File: src/rtl/intr_sched_pkg.sv
// Shared definitions for the interrupt scheduler: register offsets, FSM states,
// the "no cause" marker and a lowest-set-bit helper used for priority selection.
package intr_sched_pkg;

    localparam logic [2:0] OFF_MASK   = 3'd0;
    localparam logic [2:0] OFF_PEND   = 3'd1;
    localparam logic [2:0] OFF_CLR    = 3'd2;
    localparam logic [2:0] OFF_CAUSE  = 3'd3;
    localparam logic [2:0] OFF_PERIOD = 3'd4;
    localparam logic [2:0] OFF_LOST   = 3'd5;

    localparam logic [7:0] CAUSE_NONE = 8'hFF;

    typedef enum logic [1:0] {
        IDLE    = 2'd0,
        ASSERT  = 2'd1,
        HOLDOFF = 2'd2
    } state_t;

    // Bit 0 is highest priority, so scan downwards and keep the last hit.
    function automatic logic [2:0] lowest_index(input logic [7:0] vec);
        logic [2:0] idx;
        idx = 3'd0;
        for (int i = 7; i >= 0; i--) begin
            if (vec[i]) idx = 3'(i);
        end
        return idx;
    endfunction

endpackage

File: src/rtl/intr_sched_timer.sv
// Periodic event source: prescaler plus tick counter, emitting a one-cycle
// pulse every PRESCALE*period clocks. period=0 stops and clears it.
module intr_timer #(
    parameter int PRESCALE = 100000
) (
    input  logic       clk,
    input  logic       rst,
    input  logic [7:0] period,
    input  logic       period_wr,
    output logic       tick
);

    localparam int PW = (PRESCALE > 1) ? $clog2(PRESCALE) : 1;

    logic [PW-1:0] pre_cnt;
    logic [7:0]    tick_cnt;
    logic          wrap;

    assign wrap = (pre_cnt == PW'(PRESCALE - 1));

    always_ff @(posedge clk or negedge rst) begin
        if (!rst) begin
            pre_cnt  <= '0;
            tick_cnt <= '0;
            tick     <= 1'b0;
        end else if (period_wr || (period == 8'd0)) begin
            pre_cnt  <= '0;
            tick_cnt <= '0;
            tick     <= 1'b0;
        end else begin
            tick <= 1'b0;
            if (wrap) begin
                pre_cnt <= '0;
                if (tick_cnt == period - 8'd1) begin
                    tick_cnt <= '0;
                    tick     <= 1'b1;
                end else begin
                    tick_cnt <= tick_cnt + 8'd1;
                end
            end else begin
                pre_cnt <= pre_cnt + PW'(1);
            end
        end
    end

endmodule

File: src/rtl/intr_sched.sv
// Interrupt scheduler for KCPSM6: edge-detects sources, latches pending, masks,
// grants one prioritized interrupt at a time. Optional LOST counter: INTR_SCHED_LOST_CNT_EN.
module intr_sched
    import intr_sched_pkg::*;
#(
    parameter int         NUM_SRC   = 4,
    parameter logic [7:0] BASE_ADDR = 8'h20,
    parameter int         PRESCALE  = 100000
) (
    input  logic               clk,
    input  logic               rst,
    input  logic [NUM_SRC-1:0] irq_src,
    input  logic [7:0]         port_id,
    input  logic [7:0]         data_in,
    input  logic               write_strobe,
    input  logic               read_strobe,
    output logic [7:0]         data_out,
    output logic               interrupt,
    input  logic               interrupt_ack
);

    localparam int NS = NUM_SRC + 1;

    state_t         state, state_next;
    logic [NUM_SRC-1:0] irq_q;
    logic [NS-1:0]  pending, mask, events, masked, clr_bits;
    logic [7:0]     cause, period, rd_data;
    logic           sel, wr, grant, ack_clear, intr_next, timer_tick;
    logic [2:0]     off;

    assign sel    = (port_id[7:3] == BASE_ADDR[7:3]);
    assign off    = port_id[2:0];
    assign wr     = write_strobe & sel;
    assign events = {timer_tick, irq_src & ~irq_q};
    assign masked = pending & mask;

    intr_timer #(.PRESCALE(PRESCALE)) u_timer (
        .clk       (clk),
        .rst       (rst),
        .period    (period),
        .period_wr (wr && off == OFF_PERIOD),
        .tick      (timer_tick)
    );

    always_comb begin
        state_next = state;
        intr_next  = interrupt;
        grant      = 1'b0;
        ack_clear  = 1'b0;
        case (state)
            IDLE: if (|masked) begin
                grant      = 1'b1;
                intr_next  = 1'b1;
                state_next = ASSERT;
            end
            ASSERT: if (interrupt_ack) begin
                ack_clear  = 1'b1;
                intr_next  = 1'b0;
                state_next = HOLDOFF;
            end
            HOLDOFF: state_next = IDLE;
            default: begin
                intr_next  = 1'b0;
                state_next = IDLE;
            end
        endcase
    end

    always_comb begin
        clr_bits = '0;
        if (wr && off == OFF_CLR) clr_bits = data_in[NS-1:0];
        if (ack_clear) clr_bits = clr_bits | ({{(NS-1){1'b0}}, 1'b1} << cause[2:0]);
    end

    always_ff @(posedge clk or negedge rst) begin
        if (!rst) begin
            state     <= IDLE;
            interrupt <= 1'b0;
            irq_q     <= '0;
            pending   <= '0;
            mask      <= '0;
            cause     <= CAUSE_NONE;
            period    <= 8'd0;
            data_out  <= 8'd0;
        end else begin
            state     <= state_next;
            interrupt <= intr_next;
            irq_q     <= irq_src;
            // New events are OR'd in after the clear so a simultaneous event wins.
            pending   <= (pending & ~clr_bits) | events;
            data_out  <= rd_data;
            if (grant) cause <= {5'd0, lowest_index(8'(masked))};
            if (wr && off == OFF_MASK) mask <= data_in[NS-1:0];
            if (wr && off == OFF_PERIOD) period <= data_in;
        end
    end

`ifdef INTR_SCHED_LOST_CNT_EN
    logic [7:0] lost_cnt;

    always_ff @(posedge clk or negedge rst) begin
        if (!rst) begin
            lost_cnt <= 8'd0;
        end else if (wr && off == OFF_LOST) begin
            lost_cnt <= 8'd0;
        end else if ((|(events & pending)) && lost_cnt != 8'hFF) begin
            lost_cnt <= lost_cnt + 8'd1;
        end
    end
`endif

    always_comb begin
        rd_data = 8'd0;
        if (sel) begin
            case (off)
                OFF_MASK:   rd_data = 8'(mask);
                OFF_PEND:   rd_data = 8'(pending);
                OFF_CAUSE:  rd_data = cause;
                OFF_PERIOD: rd_data = period;
`ifdef INTR_SCHED_LOST_CNT_EN
                OFF_LOST:   rd_data = lost_cnt;
`endif
                default:    rd_data = 8'd0;
            endcase
        end
    end

    // Reads carry no side effects; the strobe is accepted only for interface completeness.
    logic unused_rd;
    assign unused_rd = read_strobe;

endmodule

File: config.mk
export PLATFORM = sky130hd
export DESIGN_NAME = intr_sched
export DESIGN_NICKNAME = d
export VERILOG_FILES = /design/src/rtl/intr_sched_pkg.sv /design/src/rtl/intr_sched_timer.sv /design/src/rtl/intr_sched.sv
export SDC_FILE = /design/constraint.sdc
export NUM_CORES = 1
export LEC_CHECK = 0
export BUFFER_PORTS_ARGS = -buffer_cell sky130_fd_sc_hd__buf_2
export CAP_MARGIN = 20
export CORE_MARGIN = 3
export CORE_UTILIZATION = 53
export DETAILED_ROUTE_END_ITERATION = 10
export GPL_TIMING_DRIVEN = 0
export HOLD_SLACK_MARGIN = 0.03
export PLACE_DENSITY = 0.76
export SLEW_MARGIN = 30
export SYNTH_ARGS = -nofsm -noshare
export SYNTH_HDL_FRONTEND = slang
export SYNTH_SLANG_ARGS = --single-unit
File: constraint.sdc
create_clock -name clk -period 2.06 [get_ports clk]
set_input_delay 0.206 -clock clk [delete_from_list [all_inputs] [get_ports clk]]
set_output_delay 0.206 -clock clk [all_outputs]
set_load 0.1 [all_outputs]
# Yosys cells after proc, flatten, opt, wreduce, memory -nomap -nowiden
# Cells that the tools add are included.
[totals] reg_bits=67 latch_bits=0 ram_bits=0 mem_bits_ro=0 out_inout_bits=9 wordCells=73 memories=0
[op_classes] addsub=3 multipliers=0 div_mod_pow=0 n_lt_le_gt_ge=0 eq_ne=11 n_shift=1 mux=27 bitwise=9 reduce_logical=11
[op_table] cell="$mux W17" n=2
[op_table] cell="$mux W8" n=4
[op_table] cell="$pmux W8 S4" n=1
[op_table] cell="$add A17 B1 Y17 const B" n=1
[op_table] cell="$eq A17 B17 Y1 const B" n=1
[op_table] cell="$mux W3" n=5
[op_table] cell="$and A5 B5 Y5" n=2
[op_table] cell="$mux W5" n=2
[op_table] cell="$or A5 B5 Y5" n=2
[op_table] cell="$mux W1" n=9
[op_table] cell="$add A8 B1 Y8 const B" n=1
[op_table] cell="$eq A8 B8 Y1" n=1
[op_table] cell="$logic_not A8 Y1" n=1
[op_table] cell="$sub A8 B1 Y8 const B" n=1
[op_table] cell="$eq A3 B2 Y1 const B" n=2
[op_table] cell="$eq A5 B3 Y1 const B" n=1
[op_table] cell="$not A5 Y5" n=1
[op_table] cell="$reduce_or A5 Y1" n=1
[op_table] cell="$shl A1 B3 Y5 const A" n=1
[op_table] cell="$and A4 B4 Y4" n=1
[op_table] cell="$mux W2" n=2
[op_table] cell="$ne A2 B2 Y1 const B" n=2
[op_table] cell="$not A4 Y4" n=1
[op_table] cell="$pmux W2 S2" n=1
[op_table] cell="14 further kinds" n=16

# Depth between registers and ports, before layout
# Gate-level depths: netlist (run 1).
[depth] word_depth=9 mapped_depth=9

# By module
# Synthesis (run 1) repeated with hierarchy kept, for this count alone.
[hier_totals] cells_unflattened=318 hier_area_um2=3284.4
[by_module_without_submodules] module="intr_sched" instances=1 cells_each=143 area_per_inst_um2=1662.8 seq_area_each_um2=930.9
[by_module_without_submodules] module="intr_timer" instances=1 cells_each=175 area_per_inst_um2=1621.6 seq_area_each_um2=650.6

# Least setup slack after synthesis (run 1)
# No wires, ideal clock.
[synth_timing] path_type="reg-to-reg" from="register period[0]" to="register u_timer.tick_cnt[2]" setup_ps=86 arrival_time_ps=1991 required_ps=1974 path_slack_ps=-17 path_stages_with_launch=10 synth_period_minus_slack_ps=2077 cell_sequence="dfrtp_1 -> inv_1 -> ha_1 -> nor3b_2 -> nand2_1 -> o31ai_1 -> buf_4 -> o21ai_0 -> xor2_1 -> nor3_1"
[synth_via] elab_chain_cells=5 elab_cells_between_ends=8 classes_between="add/sub: 1; eq/ne: 1; mux: 3; reduce/logical: 3"
[synth_rtl] item="start, declared" line="intr_sched.sv:27" source="logic [7:0] cause, period, rd_data;"
[synth_rtl] item="start signal, assigned" line="intr_sched.sv:94" source="if (wr && off == OFF_PERIOD) period <= data_in;"
[synth_rtl] item="$sub A8 B1 Y8" line="intr_sched_timer.sv:34" source="if (tick_cnt == period - 8'd1) begin"
[synth_rtl] item="$eq A8 B8 Y1" line="intr_sched_timer.sv:34"
[synth_rtl] item="$mux W8" line="intr_sched_timer.sv:34"
[synth_rtl] item="$mux W8" line="intr_sched_timer.sv:32" source="if (wrap) begin"
[synth_rtl] item="$mux W8" line="intr_sched_timer.sv:26" source="end else if (period_wr || (period == 8'd0)) begin"
[synth_rtl] item="end signal, assigned" line="intr_sched_timer.sv:38" source="tick_cnt <= tick_cnt + 8'd1;"
[synth_rtl] item="end, declared" line="intr_sched_timer.sv:16" source="logic [7:0] tick_cnt;"
# Parallel ways exist; a longest one is shown, timed or not. The select of a mux whose other input is x is not followed.
# A chain may end at the register's enable or synchronous reset.

# Worst setup path in the final report (run 1)
[layout_timing] from="register period[1]" to="register u_timer.tick_cnt[7]"
# Same word-level chain as after synthesis.

==> results by group, run 1 <==
Synth
  – Synthesis Warnings: 0
  – Unique masters post-synth: 55
  – Sequential fraction of the synthesis area: 49.8%
  – Synth Flop Type: dfrtp_1
  – Syn Std Cell Area: 0.00318 sq mm
  – Synth Instances: 302
  – Syn_nets: 330
  – Adder-cell share of the synthesized area: 1.18%
  – Share of flip-flops with an asynchronous set or reset: 100%
  – Synth Area in XOR/XNOR: 8.00%
  – Synth top area share: 46.5%
  – Number of enable flip-flop cells after synthesis: 0
  – Yosys top cell by area: dfrtp_1
  – Flops & latches, synth: 63
  – Avg Cell Area, Syn: 10.5 sq um
  – Compound-Gate Fraction of Synth Area: 9.30%
  – Top post-synthesis cells by area: dfrtp_1 46%, mux2_2 5.3%, xor2_1 4.4%
  – Multiplexer share of the synthesized area: 6.90%
  – Simple-Gate Fraction of Synth Area: 22.7%
  – Largest family of logic cells by synthesized area: simple AND/OR/NAND/NOR gates

STA
  – Setup TNS: -0.972 ns
  – Clock Skews: 0.00751 ns
  – Setup violations, final: 9
  – Hold slack: 0.113 ns
  – Worst slew pin tran: 0.765 ns
  – Final hold vios: 0
  – RSZ-0062 raised after global routing: true
  – Fin crit period: 2.20 ns
  – Period utilization: 107%
  – Slew Limit Fails: 0
  – Final setup margin: -0.135 ns
  – Slew HR: 49.0%
  – Max Fclk: 456 MHz

Global route
  – Initial antenna violation count: 0
  – First-pass GRT wire length: 11.8 mm
  – Vias in the first global route: 2,468
  – Largest net degree at the start of global routing: 64
  – GRT Total Usage: 20.7%
  – Total grt overflow: 0

Layout
  – Area grow syn2layout: 23.0%
  – Antenna diode count: 0
  – Fill count: 420
  – Most frequent cells in the layout: 56 x dfrtp_1, 36 x nor2_1, 29 x buf_2
  – Util after Layout: 69.2%
  – Commonest non-fill, non-tap cell in the layout: dfrtp_1
  – Share of cells above drive strength 1: 33.3%
  – Register area: 0.00159 sq mm
  – Fin area: 0.00391 sq mm
  – Fin nets: 393
  – Final std cells w/o fill: 441
  – Area occupied by multi-input gates: 0.00166 sq mm

Routing
  – Avg WL per Cell: 16.7 microns
  – Vias per std cell: 5.88
  – Antenna-violating nets left: 0
  – Residual DRC: 0
  – DRT Pass-1 Iters: 5
  – Routed WL: 7.38 mm
  – Routed vias: 2,591
  – 1st-iter DRT viols: 327

Clock network
  – Worst-Skew Late Latency: 0.33 ns
  – CTS tree: yes
  – CTS root buf: clkbuf_8
  – Num CTS Buffers: 9
  – Clock buffer depth: 2
  – H-tree levels: 3
  – Clock sink count: 63
  – Clock-pin slew on the worst setup and hold paths: 0.07 ns

Critical path
  – Crit path capture type: flop
  – R2R Setup Slk: -0.14 ns
  – Critical-path maximum fanout: 5
  – WP data arrival: 2.45 ns
  – WS Path Type: reg -> reg
  – Crit-path slowest cell: dfrtp_1
  – Nature of the critical path startpoint: flop
  – Worst-case reg-to-reg path depth: 9
  – Slowest cell delay on critical path: 0.43 ns
  – Worst Path Required: 2.32 ns
  – Critical path cell sequence: inv_1 > ha_2 > nor3b_4 > buf_4 > nand2_2 > o31a_1 > a211oi_2 > xnor2_1 > nor3_2

Place
  – DP Worst Slack: -0.267 ns
  – Number of buffers added on ports: 30
  – RePlAce Congestion: 0.848
  – HPWL Detailed: 4.47 mm
  – Placed Cells: 404
  – Dpl cell area: 0.00342 sq mm

Floorplan
  – Number of I/O pins: 34
  – # rows: 27
  – Chip Width: 83.4 microns
  – Core region area: 0.00564 sq mm
  – Die Area: 0.00696 sq mm
  – Chip height: 83.4 microns
  – Initial cell density of the core: 56.3%

Min path
  – WHS Path Cells: 2
  – HP Class: in -> reg

Status
  – Status: finished, violations left
  – Failing checks: negative setup slack

Run
  – Max-capacitance violation count: 0

Pwr
  – Pwr Total: 2.92 mW
  – Max IR drop VDD: 339 uV
  – PwrDens: 747 mW/mm^2
  – Leak: 1.73 nW
per-layer routing:
metal,GRT usage (%),up-vias,part of all wire (%)
li1,-,1198,-
met1,28.2,1248,44
met2,32.9,125,46
met3,4.56,20,6.7
met4,6.98,0,2.4
met5,0,-,0
critical path: cells and delay by family, from the launching register on:
family                     cells  cell delay (ns)
and+or+nand+nor                3             0.44
xor gates and xnor gates       1             0.12
DFF                            1             0.43
AOI/OAI and AO/OA              2             0.71
buffers and inverters          2             0.24
adders and majority gates      1             0.19
synthesized netlist by cell type (all sizes together) (4+ instances only):
cell type / instances
nand3: 19
inv: 8
dfrtp: 59
mux2i: 5
o21ai: 12
mux2: 15
nor2: 37
nor4: 4
and3: 7
clkbuf: 5
a31oi: 5
nand2: 25
dfstp: 4
nor3: 10
a21oi: 9
xor2: 16
xnor2: 13
nor2b: 4
power by group:
part / switching (mW) / internal (mW)
registers: 0.0837 / 1.33
logic: 0.356 / 0.235
clock network: 0.449 / 0.461
state kept, by name (all words and copies together) (netlist names):
register	flops
data_out	8
u_timer.pre_cnt	17
u_timer.tick_cnt	8
period	8
u_timer.tick	1
interrupt	1
state	2
mask	5
cause	4
pending	5
irq_q	4
layout make-up:
class / count / share of cell area (%)
sequential: 63 / 40.6
inverter: 8 / 0.769
buffer: 8 / 1.15
tap: 72 / 2.31
clock inverter: 2 / 0.256
clock buffer: 13 / 3.81
multi-input combinational: 223 / 42.5
timing repair buffer: 52 / 8.65
final timing paths:
check	start	endpoint
max	period[1]	u_timer.tick_cnt[7]
min	data_in[6]	period[6]
min in group asynchronous	rst	u_timer.tick_cnt[5]
max reg2reg	period[1]	u_timer.tick_cnt[7]
min reg2reg	irq_q[1]	pending[1]
max in group asynchronous	rst	period[0]
cell families (layout without fill, tap and decap cells):
| group | count (synthesis) | in the layout |
|---|---|---|
| compound gates | 45 | 45 |
| xor+xnor | 29 | 29 |
| fa+ha+maj | 3 | 3 |
| buf+inv | 16 | 83 |
| flops | 63 | 63 |
| mux | 20 | 20 |
| simple gates | 126 | 126 |
what timing repair did:
item / in CTS / in global routing
pin swaps: 9 / 17
buffers inserted: 10 / 8
hold endpoints to repair: 63 / 0
setup endpoints to repair: 19 / 19
hold buffers: 5 / 0
gates resized for setup: 17 / 19
(Power assumes the default switching activity.)
==> run 2: changes to the inputs <==
--- a/config.mk
+++ b/config.mk
@@ -8,11 +8,12 @@
 export BUFFER_PORTS_ARGS = -buffer_cell sky130_fd_sc_hd__buf_2
 export CAP_MARGIN = 20
 export CORE_MARGIN = 3
-export CORE_UTILIZATION = 53
+export CORE_UTILIZATION = 55
+export CTS_BUF_LIST = sky130_fd_sc_hd__clkbuf_2
 export DETAILED_ROUTE_END_ITERATION = 10
 export GPL_TIMING_DRIVEN = 0
 export HOLD_SLACK_MARGIN = 0.03
-export PLACE_DENSITY = 0.76
+export PLACE_DENSITY = 0.78
 export SLEW_MARGIN = 30
 export SYNTH_ARGS = -nofsm -noshare
 export SYNTH_HDL_FRONTEND = slang
==> results by group, run 2 (same netlist as run 1, synthesis figures left out) <==
Global route
  – Total grt overflow: 0 (unchanged)
  – First-pass GRT wire length: 11.3 mm (-4.6%)
  – Initial antenna violation count: 0 (unchanged)
  – GRT Total Usage: 22.5% (+1.8 points)
  – Largest net degree at the start of global routing: 64 (unchanged)
  – Vias in the first global route: 2,450 (-0.73%)

Critical path
  – WP data arrival: 2.54 ns (+0.09 ns)
  – Crit path capture type: flop
  – Reg-to-reg critical path endpoint: u_timer.tick_cnt[2]
  – R2R Setup Slk: -0.08 ns (+0.06 ns)
  – Worst-case reg-to-reg path depth: 7 (-2)
  – Worst Path Required: 2.46 ns (+0.14 ns)
  – Nature of the critical path startpoint: flop
  – WS Path Type: reg -> reg
  – Critical-path maximum fanout: 5 (unchanged)
  – Worst R2R Start: period[3]

Floorplan
  – Chip Width: 82.0 microns (-1.7%)
  – Die Area: 0.00672 sq mm (-3.4%)
  – Number of I/O pins: 34 (unchanged)
  – Chip height: 82.0 microns (-1.7%)
  – Core region area: 0.00554 sq mm (-1.8%)
  – # rows: 27 (unchanged)
  – Initial cell density of the core: 57.3% (+1.0 points)

STA
  – Setup TNS: -0.366 ns (+0.606 ns)
  – Final hold vios: 0 (unchanged)
  – Period utilization: 104% (-2.9 points)
  – Clock Skews: 0.0209 ns (+0.0134 ns)
  – Max Fclk: 468 MHz (+2.8%)
  – RSZ-0062 raised after global routing: true
  – Slew HR: 32.8% (-16 points)
  – Slew Limit Fails: 0 (unchanged)
  – Final setup margin: -0.0762 ns (+0.0589 ns)
  – Setup violations, final: 7 (-2)
  – Worst slew pin tran: 0.994 ns (+0.229 ns)
  – Fin crit period: 2.14 ns (-0.0589 ns)

Layout
  – Fin nets: 405 (+3.1%)
  – Fill count: 412 (-1.9%)
  – Util after Layout: 71.8% (+2.6 points)
  – Register area: 0.00159 sq mm (unchanged)
  – Fin area: 0.00398 sq mm (+1.9%)
  – Top reg by flops: u_timer.pre_cnt
  – Area occupied by multi-input gates: 0.00165 sq mm (-0.68%)
  – Final std cells w/o fill: 454 (+2.9%)
  – Area grow syn2layout: 25.3%
  – Share of cells above drive strength 1: 32.7% (-0.61 points)
  – Largest register FFs: 17 (unchanged)
  – Most frequent cells in the layout: 56 x dfrtp_1, 36 x nor2_1, 29 x buf_2
  – Commonest non-fill, non-tap cell in the layout: dfrtp_1
  – Antenna diode count: 0 (unchanged)

Place
  – Dpl cell area: 0.00342 sq mm (unchanged)
  – HPWL Detailed: 4.40 mm (-1.5%)
  – DP Worst Slack: -0.229 ns (+0.0382 ns)
  – Placed Cells: 404 (unchanged)
  – Number of buffers added on ports: 30 (unchanged)
  – RePlAce Congestion: 0.851 (+0.32%)

Pwr
  – Max IR drop VDD: 502 uV (+48%)
  – Leak: 1.77 nW (+2.2%)
  – PwrDens: 719 mW/mm^2 (-3.7%)

Min path
  – HP Class: in -> reg
  – Hold path start: port_id[1]
  – Worst Hold End: data_out[7]
  – WHS Path Cells: 4 (+2)

Routing
  – Antenna-violating nets left: 0 (unchanged)
  – Routed WL: 7.08 mm (-4.0%)
  – Routed vias: 2,533 (-2.2%)
  – DRT Pass-1 Iters: 4 (-1)
  – 1st-iter DRT viols: 124 (-62%)
  – Residual DRC: 0 (unchanged)
  – Vias per std cell: 5.58 (-5.0%)
  – Avg WL per Cell: 15.6 microns (-6.8%)

Status
  – Status: finished, violations left
  – Failing checks: negative setup slack

Clock network
  – Clock sink count: 63 (unchanged)
  – CTS root buf: clkbuf_2
  – Num CTS Buffers: 9 (unchanged)
  – Worst-Skew Late Latency: 0.49 ns (+0.16 ns)
  – Clock buffer depth: 2 (unchanged)
  – Clock-pin slew on the worst setup and hold paths: 0.18 ns (+0.11 ns)
  – H-tree levels: 3 (unchanged)
  – CTS tree: yes

Run
  – Max-capacitance violation count: 0 (unchanged)
run 2: cell count changes in the layout (fill, tap and decap cells not counted), sizes merged:
cell	before	now
clkinv	2	3
buf	50	53
bufinv	0	2
clkbuf	18	16
dlygate4sd3	5	14
run 2: routing by layer:
layer  GRT usage, %  routed length (microns)
met1           29.1                     3290
met2           35.8                     3290
met3           6.14                      327
met4           8.80                      170
met5              0                        0
run 2: power by group:
part	internal (mW)	switching [mW]	leakage [nW]
Sequential	1.33	0.0834	0.824
Combinational	0.250	0.353	0.864
Clock	0.403	0.440	0.0810
Total	1.98	0.877	1.77
run 2: what timing repair did:
action,CTS,global route
buffers inserted,16,5
resized for setup,21,12
hold buffers,14,0
pin swaps,17,11
setup endpoints to repair,21,20
endpoints found under the hold margin,82,0
run 2: how the worst max path moves through the flow:
stage                                    from             endpoint  depth (start not counted)
after floorplan           u_timer.pre_cnt[13]  u_timer.tick_cnt[2]                          5
after global placement              period[0]  u_timer.tick_cnt[2]                          9
after detailed placement           port_id[3]           pending[3]                          6
after CTS                           period[3]  u_timer.tick_cnt[2]                          7
after global routing      u_timer.pre_cnt[12]  u_timer.tick_cnt[2]                          7
final                               period[3]  u_timer.tick_cnt[2]                          7
run 2: per-stage QoR:
stage / hold WS, ns / power (mW)
2_1_floorplan: -0.0896 / 1.75
3_3_place_gp: 0.328 / 1.88
3_5_place_dp: 0.329 / 1.89
4_1_cts: 0.0642 / 2.83
5_1_grt: 0.0850 / 2.99
6_report: 0.0746 / 2.86
run 2: area by class of cell:
cell class	instances	share of cell area, %
Multi-Input combinational cell	223	41.4
Clock inverter	5	1.82
Inverter	8	0.755
Timing Repair Buffer	64	11.3
Tap cell	72	2.26
Clock buffer	11	1.38
Sequential cell	63	39.8
Buffer	8	1.23
run 2: critical path, stage by stage (launching register included):
cell and delay (ns):
dfrtp_2 0.43, or4_4 0.58, o21a_1 0.24, a211o_1 0.27, a31oi_4 0.22, nor4_4 0.07
buf_6 0.14, nor3_2 0.12
